--- config.mk ---
export PLATFORM = sky130hd
export DESIGN_NAME = domino_prefix_sum_stage
export DESIGN_NICKNAME = d
export VERILOG_FILES = /design/src/rtl/domino_prefix_sum_stage.sv
export SDC_FILE = /design/constraint.sdc
export NUM_CORES = 1
export LEC_CHECK = 0
export CORE_MARGIN = 2
export CORE_UTILIZATION = 39
export DETAILED_ROUTE_END_ITERATION = 8
export PLACE_DENSITY = 0.61
export SLEW_MARGIN = 40
export SYNTH_ARGS = -nofsm -noshare
export SYNTH_HDL_FRONTEND = slang
export SYNTH_SLANG_ARGS = --single-unit
--- constraint.sdc ---
create_clock -name CLK -period 10.2 [get_ports CLK]
set_input_delay 3.06 -clock CLK [delete_from_list [all_inputs] [get_ports CLK]]
set_output_delay 3.06 -clock CLK [all_outputs]
set_load 0.05 [all_outputs]
--- src/rtl/domino_prefix_sum_stage.sv ---
// Kogge-Stone carry network and sum stage fed by the domino SPG row.
// Operands are captured at the end of the evaluate phase, then pass through a two-stage prefix pipeline.
module domino_prefix_sum_stage #(
  parameter int W = 16
) (
  input  logic         CLK,
  input  logic         RST,
  input  logic [W-1:0] G,
  input  logic [W-1:0] P,
  input  logic         Sub,
  input  logic         IN_VALID,
  output logic         IN_READY,
  output logic [W-1:0] SUM,
  output logic         COUT,
  output logic         OVF,
  output logic         OUT_VALID,
  input  logic         OUT_READY
);

  // Handshake: a transfer happens on an edge where valid and ready are both high.
  // Valid never drops and data never changes until that edge.
  localparam int L  = $clog2(W + 1);
  localparam int L1 = (L + 1) / 2;

  // One Kogge-Stone level at distance d. Position 0 is bit -1; position j is bit j-1.
  function automatic logic [2*W+1:0] ks_level(input logic [W:0] g, input logic [W:0] p, input int d);
    logic [W:0] gn;
    logic [W:0] pn;
    gn = g;
    pn = p;
    for (int j = d; j <= W; j++) begin
      gn[j] = g[j] | (p[j] & g[j-d]);
      pn[j] = p[j] & p[j-d];
    end
    return {gn, pn};
  endfunction

  logic         s0_set_q, s0_clr_q;
  logic [W-1:0] s0_g_q, s0_p_q;
  logic         s0_sub_q;
  logic         s0_v;

  logic         s1_v_q;
  logic [W:0]   s1_g_q, s1_pp_q;
  logic [W-1:0] s1_p_q;
  logic [W:0]   s1_g_d, s1_pp_d;

  logic         out_v_q, cout_q, ovf_q;
  logic [W-1:0] sum_q;
  logic [W:0]   g2, p2;
  logic [W-1:0] sum_d;
  logic         cout_d, ovf_d;

  logic         s1_load, s2_load;

  // s0_v is owned by two clock edges: the falling edge toggles set, the rising edge toggles clear.
  assign s0_v     = s0_set_q ^ s0_clr_q;
  assign IN_READY = !s0_v;
  assign s2_load  = s1_v_q && (!out_v_q || OUT_READY);
  assign s1_load  = s0_v && (!s1_v_q || s2_load);

  always_ff @(negedge CLK or posedge RST) begin
    if (RST) begin
      s0_set_q <= 1'b0;
      s0_g_q   <= '0;
      s0_p_q   <= '0;
      s0_sub_q <= 1'b0;
    end else if (IN_VALID && IN_READY) begin
      s0_set_q <= ~s0_set_q;
      s0_g_q   <= G;
      s0_p_q   <= P;
      s0_sub_q <= Sub;
    end
  end

  always_comb begin
    s1_g_d  = {s0_g_q, s0_sub_q};
    s1_pp_d = {s0_p_q, 1'b0};
    for (int k = 0; k < L1; k++) begin
      {s1_g_d, s1_pp_d} = ks_level(s1_g_d, s1_pp_d, 1 << k);
    end
  end

  always_comb begin
    g2 = s1_g_q;
    p2 = s1_pp_q;
    for (int k = L1; k < L; k++) begin
      {g2, p2} = ks_level(g2, p2, 1 << k);
    end
    // g2[j] is now C[j-1]; g2[0] is the carry-in Sub.
    sum_d  = s1_p_q ^ g2[W-1:0];
    cout_d = g2[W];
    ovf_d  = g2[W] ^ g2[W-1];
  end

  always_ff @(posedge CLK or posedge RST) begin
    if (RST) begin
      s0_clr_q <= 1'b0;
      s1_v_q   <= 1'b0;
      s1_g_q   <= '0;
      s1_pp_q  <= '0;
      s1_p_q   <= '0;
      out_v_q  <= 1'b0;
      sum_q    <= '0;
      cout_q   <= 1'b0;
      ovf_q    <= 1'b0;
    end else begin
      if (s1_load) begin
        s0_clr_q <= ~s0_clr_q;
        s1_g_q   <= s1_g_d;
        s1_pp_q  <= s1_pp_d;
        s1_p_q   <= s0_p_q;
        s1_v_q   <= 1'b1;
      end else if (s2_load) begin
        s1_v_q   <= 1'b0;
      end
      if (s2_load) begin
        sum_q   <= sum_d;
        cout_q  <= cout_d;
        ovf_q   <= ovf_d;
        out_v_q <= 1'b1;
      end else if (out_v_q && OUT_READY) begin
        out_v_q <= 1'b0;
      end
    end
  end

  assign SUM       = sum_q;
  assign COUT      = cout_q;
  assign OVF       = ovf_q;
  assign OUT_VALID = out_v_q;

endmodule

==> results of run 1 <==
worst max path at each step:
stage | start | end | depth (start not counted)
floorplan | RST | s0_g_q[0]$_DFFE_NP0P_ | 1
global placement | s0_set_q$_DFFE_NP0P_ | IN_READY | 3
detailed placement | s0_set_q$_DFFE_NP0P_ | IN_READY | 3
CTS | s0_set_q$_DFFE_NP0P_ | IN_READY | 3
global route | s0_set_q$_DFFE_NP0P_ | IN_READY | 3
finish | s0_set_q$_DFFE_NP0P_ | IN_READY | 3
logic make-up (layout without fill, tap and decap cells):
family / count (synthesis) / after routing
compound gates: 89 / 89
simple gates: 143 / 143
flops: 97 / 97
buf+inv: 25 / 79
xor+xnor: 18 / 18
mux: 34 / 34
worst reg2reg max path, delay by kind of cell (launching register included):
kind	cells	cell delay (ns)
AOI/OAI and AO/OA	2	0.80
DFF	1	0.47
and+or+nand+nor	1	0.38
xor gates and xnor gates	1	0.34
power by group through the flow:
stage	Sequential [W]	Clock, W	Combinational [W]
final	0.000750	0.000284	0.000834
after global placement	0.000752	0	0.000823
after detailed placement	0.000757	0	0.000839
after floorplan	0.000809	0	0.000567
after global routing	0.000779	0.000303	0.000925
after CTS	0.000749	0.000287	0.000843
cells in the final DEF (no fill, tap or decap), types with 8 or more instances in the layout:
cell | synthesis | routed
dfrtn_1 | 34 | 34
xnor2_1 | 10 | 10
mux2_2 | 34 | 34
o21ai_0 | 38 | 38
nand4_1 | 8 | 8
nand2_1 | 109 | 108
dfrtp_1 | 63 | 63
clkdlybuf4s50_1 | 0 | 56
a21oi_1 | 34 | 34
clkbuf_8 | 0 | 10
nor2_1 | 11 | 11
metal layers:
metal / vias up / GRT usage [%]
met5: - / 0
met4: 0 / 6.59
met3: 10 / 2.65
met2: 65 / 25.1
met1: 1426 / 23.7
li1: 1477 / -
registers in the layout (all words and copies together) (netlist names), 9 cells and up:
name	cells
s1_g_q	17
s1_pp_q	9
SUM	16
s0_p_q	16
s1_p_q	16
s0_g_q	16
area by class of cell:
type,instances,area [um2]
multi-input cells,284,1660
inverters,3,15.0
repair buffers,60,603
fillers,1043,5310
well taps,136,170
clock inverters,3,42.5
clock buffers,13,191
flip-flops and latches,97,2430
through the flow:
stage               setup WS, ns  cells  power [W]
detailed placement         0.447    579    0.00160
global placement           0.514    579    0.00157
finish                    0.0767    596    0.00187
global route             0.00623    596    0.00201
CTS                       0.0658    595    0.00188
floorplan                  0.989    406    0.00138
==> qor.csv, run 1 <==
stage;metric;value;unit
run_status;outcome;finished clean;
cts;post-CTS setup buffers;0;
setup_path;crit end category;primary output;
cts;CTS tree;built;
sta;# setup viols final;0;
yosys;post-synth net total;443;
setup_path;RR Startpoint;s0_set_q$_DFFE_NP0P_;
setup_path;CP Max Fanout;7;
yosys;main area contributors after synthesis;dfrtp_1, dfrtn_1, nand2_1;
yosys;Synth Cell Area;0.00422;mm2
sta;WHS;0.472;ns
yosys;Post-Synth XOR/XNOR Area;3.91;%
setup_path;slowest CP cell;clkdlybuf4s50_1;
floorplan;core area;0.0104;mm2
grt;initial antenna violation count;0;
setup_path;Worst EP arrival;7.06;ns
yosys;syn avg cell area;10.4;um2
grt;first-pass GRT wire length;14800;um
route;DR pass1 iterations;4;
grt;largest net degree at the start of global routing;51;
floorplan;Die H;108;um
route;WL per Instance;15.1;um
floorplan;Row Count;37;
sta;Worst Max-Slew Pin Slew;0.659;ns
yosys;adder-cell share of the synthesized area;0;%
sta;RSZ-0062 raised after global routing;false;
cts;CTS resizes;0;
floorplan;initial core utilization;40.5;%
setup_path;buffers and inverters on the worst path;2;
hold_path;Hold WC Path Type;reg -> reg;
yosys;Primary FF master, synth;dfrtp_1;
yosys;register area share after synthesis;57.5;%
yosys;multiplexer area fraction after synthesis;9.07;%
run;maxcap violations;0;
yosys;#FFs+latches synth;97;
route;met3 WL;359;um
yosys;Post-synth EDFFs;0;
finish;final layout net count;492;
floorplan;die area;0.0117;mm2
power;Comb pwr share;44.7;%
cts;clock sinks;97;
place;Placed Area;0.00486;mm2
yosys;Compound-Gate Fraction of Synth Area;11.9;%
setup_path;Worst Setup Start Kind;register;
setup_path;CP peak stage delay;0.71;ns
floorplan;io pins;57;
route;M1 WL;4460;um
cts;Post-CTS Hold Buffers;0;
finish;area grow syn2layout;21.1;%
setup_path;CP top delay family;buffers and inverters;
setup_path;CP Cell Sequence;xor2_2 -> inv_2 -> clkdlybuf4s50_1;
finish;ant diodes;0;
cts;clock-pin slew on the worst setup and hold paths;0.06;ns
yosys;top cell type's share of synthesized area;37.4;%
setup_path;Crit Path Category;reg -> out;
power;Power Density;366;mW/mm2
route;drt total wl;8990;um
grt;total gr overflow;0;
power;leakage;2.21;nW
yosys;Yosys cell types;34;
setup_path;R2R Setup Slk;3.01;ns
yosys;Syn Inst Count;406;
finish;final core utilization;49.1;%
route;DR WL met2;4040;um
route;Vias;2978;
cts;clk buf depth;2;
power;Psw;0.000822;W
finish;Design Area, Final;0.00511;mm2
sta;Slew HR;56.0;%
yosys;yosys warns;0;
power;clock network power share;15.2;%
floorplan;Die Width;108;um
route;number of DRC markers in iteration 0;213;
power;peak supply drop;0.154;mV
yosys;ys async rst share;100;%
cts;clk root buf;clkbuf_8;
yosys;post-synthesis simple-gate area fraction;14.2;%
setup_path;FF-to-FF path depth;4;
route;via density per instance;5.00;
sta;max-slew violations;0;
cts;worst skew pair latency;0.37;ns
cts;CTS buffer count;9;
yosys;main combinational cell family by area after synthesis;simple AND/OR/NAND/NOR gates;
yosys;count leader, synth;nand2_1;
yosys;commonest cells in the netlist;nand2_1, dfrtp_1, o21ai_0;
route;Post-DRT Antenna Nets;0;
sta;skew final;0.0255;ns
finish;layout cell share with drive strength beyond 1;14.6;%
place;RD Place Congestion;0.771;
cts;CTS HTree Levels;3;
power;switching share of power;44.0;%
sta;Final Hold Viols;0;
power;Int Pwr;0.00105;W
hold_path;Hold Path Cell Cnt;1;
place;DP HPWL;6330;um
grt;vias in the first global route;2918;
place;port bufs;56;
power;power share of the sequential group;40.1;%
route;DRC;0;
hold_path;hold path startpoint;s0_g_q[15]$_DFFE_NP0P_;
setup_path;Critical Path RT;7.14;ns
route;Max Used Layer;met4;
sta;setup TNS;0;ns
setup_path;reg2reg end;s1_g_q[15]$_DFFE_PP0P_;
grt;all-layer global routing usage;16.5;%
yosys;leading area contributor after synthesis;dfrtp_1;
hold_path;WHS Endpoint;s0_g_q[15]$_DFFE_NP0P_;
Note: power is estimated with default switching activity, not from simulation.
==> run 2: changes to the inputs <==
Settings changed: CTS_BUF_LIST from default to sky130_fd_sc_hd__clkbuf_8 sky130_fd_sc_hd__clkbuf_16.
==> qor.csv, run 2 (synthesized netlist as in run 1, its figures left out) <==
stage;metric;value;unit;change
finish;commonest cells after routing, fill and taps aside;nand2_1, dfrtp_1, clkdlybuf4s50_1;;unchanged
sta;Worst Max-Slew Pin Slew;0.660;ns;was 0.659 ns
run;maxcap violations;0;;unchanged
place;port bufs;56;;unchanged
grt;largest net degree at the start of global routing;51;;unchanged
cts;CTS HTree Levels;3;;unchanged
grt;total gr overflow;0;;unchanged
sta;Final Hold Viols;0;;unchanged
finish;final layout net count;492;;unchanged
grt;initial antenna violation count;0;;unchanged
finish;layout cell share with drive strength beyond 1;14.6;%;unchanged
cts;CTS resizes;0;;unchanged
finish;ant diodes;0;;unchanged
floorplan;Row Count;37;;unchanged
floorplan;initial core utilization;40.5;%;unchanged
cts;CTS tree;built;;unchanged
route;Post-DRT Antenna Nets;0;;unchanged
cts;Post-CTS Hold Buffers;0;;unchanged
setup_path;crit end category;primary output;;unchanged
route;drt total wl;9020;um;was 8990 um
route;via density per instance;5.02;;was 5.00
sta;max-slew violations;0;;unchanged
finish;most common cell after layout, fill and taps aside;nand2_1;;unchanged
route;DR pass1 iterations;4;;unchanged
setup_path;Worst Setup Start Kind;register;;unchanged
hold_path;Hold WC Path Type;reg -> reg;;unchanged
finish;number of non-filler instances in the completed layout;596;;unchanged
power;clock network power share;15.1;%;was 15.2%
route;WL per Instance;15.1;um;about the same
setup_path;Crit Path Category;reg -> out;;unchanged
grt;GR peak layer;met2;;unchanged
floorplan;Die H;108;um;unchanged
cts;clock sinks;97;;unchanged
power;Comb pwr share;44.7;%;about the same
place;RD Place Congestion;0.771;;unchanged
sta;skew final;0.0260;ns;was 0.0255 ns
place;placed instance count;579;;unchanged
cts;post-CTS setup buffers;0;;unchanged
power;Int Pwr;0.00105;W;about the same
power;switching share of power;44.1;%;was 44.0%
finish;fillcell total;1043;;unchanged
power;leakage;2.21;nW;about the same
power;peak supply drop;0.154;mV;about the same
power;Psw;0.000824;W;was 0.000822 W
route;number of DRC markers in iteration 0;200;;was 213
cts;CTS buffer count;9;;unchanged
floorplan;die area;0.0117;mm2;unchanged
grt;met2 Use GR;25.1;%;unchanged
floorplan;io pins;57;;unchanged
cts;clk root buf;clkbuf_8;;unchanged
sta;RSZ-0062 raised after global routing;false;;unchanged
finish;max FFs per register;17;;unchanged
run_status;outcome;finished clean;;unchanged
power;Power Density;366;mW/mm2;about the same
floorplan;Die Width;108;um;unchanged
grt;routing usage on met1;23.7;%;unchanged
setup_path;Worst EP arrival;7.07;ns;was 7.06 ns
cts;clock-pin slew on the worst setup and hold paths;0.06;ns;about the same
route;Vias;2994;;was 2978
cts;clk buf depth;2;;unchanged
finish;area grow syn2layout;21.1;%;unchanged
sta;Slew HR;56.0;%;about the same
floorplan;core area;0.0104;mm2;unchanged
setup_path;CP Max Fanout;7;;unchanged
grt;all-layer global routing usage;16.5;%;unchanged
setup_path;Critical Path RT;7.14;ns;about the same
power;power share of the sequential group;40.2;%;was 40.1%
grt;vias in the first global route;2918;;unchanged
finish;Biggest register;s1_g_q;;unchanged
sta;setup TNS;0;ns;unchanged
place;DP HPWL;6330;um;unchanged
sta;# setup viols final;0;;unchanged
grt;met3 usage;2.65;%;unchanged
route;DRC;0;;unchanged
cts;worst skew pair latency;0.37;ns;about the same
grt;first-pass GRT wire length;14800;um;unchanged
-- run 2: cell types whose count changed in the layout (fill, tap and decap cells not counted) --
cell      change
inv_1         +1
clkbuf_1      -1
-- run 2: critical path, cell delays in order, from the launching register on --
cell and delay [ns]:
dfrtn_1 0.47, xor2_2 0.35, inv_2 0.09, clkdlybuf4s50_1 0.71
-- run 2: final timing paths --
check / start / end / slack, ns / cells after the start
max in group asynchronous: RST / s0_p_q[11]$_DFFE_NP0P_ / 1.74 / 3
min: s0_g_q[15]$_DFFE_NP0P_ / s0_g_q[15]$_DFFE_NP0P_ / 0.47 / 1
min in group asynchronous: RST / s0_clr_q$_DFFE_PP0P_ / 3.27 / 3
max: s0_set_q$_DFFE_NP0P_ / IN_READY / 0.07 / 3
max reg2reg: s0_set_q$_DFFE_NP0P_ / s1_g_q[15]$_DFFE_PP0P_ / 2.97 / 4
min reg2reg: s0_g_q[15]$_DFFE_NP0P_ / s0_g_q[15]$_DFFE_NP0P_ / 0.47 / 1
-- run 2: layout make-up --
cell class / count / area, um2 / area share [%]
flip-flops and latches: 97 / 2430 / 47.5
multi-input cells: 284 / 1660 / 32.5
repair buffers: 60 / 603 / 11.8
clock buffers: 12 / 188 / 3.67
well taps: 136 / 170 / 3.33
clock inverters: 4 / 46.3 / 0.906
inverters: 3 / 15.0 / 0.294
-- run 2: power by group through the flow --
stage,combinational (W),clock [W],sequential [W]
floorplan,0.000567,0,0.000809
global placement,0.000823,0,0.000752
detailed placement,0.000839,0,0.000757
CTS,0.000843,0.000286,0.000749
global route,0.000925,0.000302,0.000779
finish,0.000836,0.000283,0.000751
-- run 2: through the flow --
stage               setup slack [ns]  area, um2  hold slack, ns  utilization (%)  total power (W)
finish                        0.0718       5110           0.470             49.1          0.00187
global route                 0.00623       5110           0.488             49.1          0.00201
CTS                           0.0658       5090           0.467             48.9          0.00188
detailed placement             0.447       4860           0.467             46.6          0.00160
global placement               0.514       4850           0.455             46.5          0.00157
floorplan                      0.989       4220           0.439                -          0.00138
-- run 2: layer usage --
metal	up-vias	share of wire, %
met5	-	0
met2	62	45
li1	1477	-
met3	10	3.5
met4	0	1.6
met1	1445	50
==> run 3: changes to the inputs <==
Settings changed: CTS_CLUSTER_SIZE from default to 28.
==> results of run 3 <==
The final DEF is identical to that of run 2; final timing and power are the same.
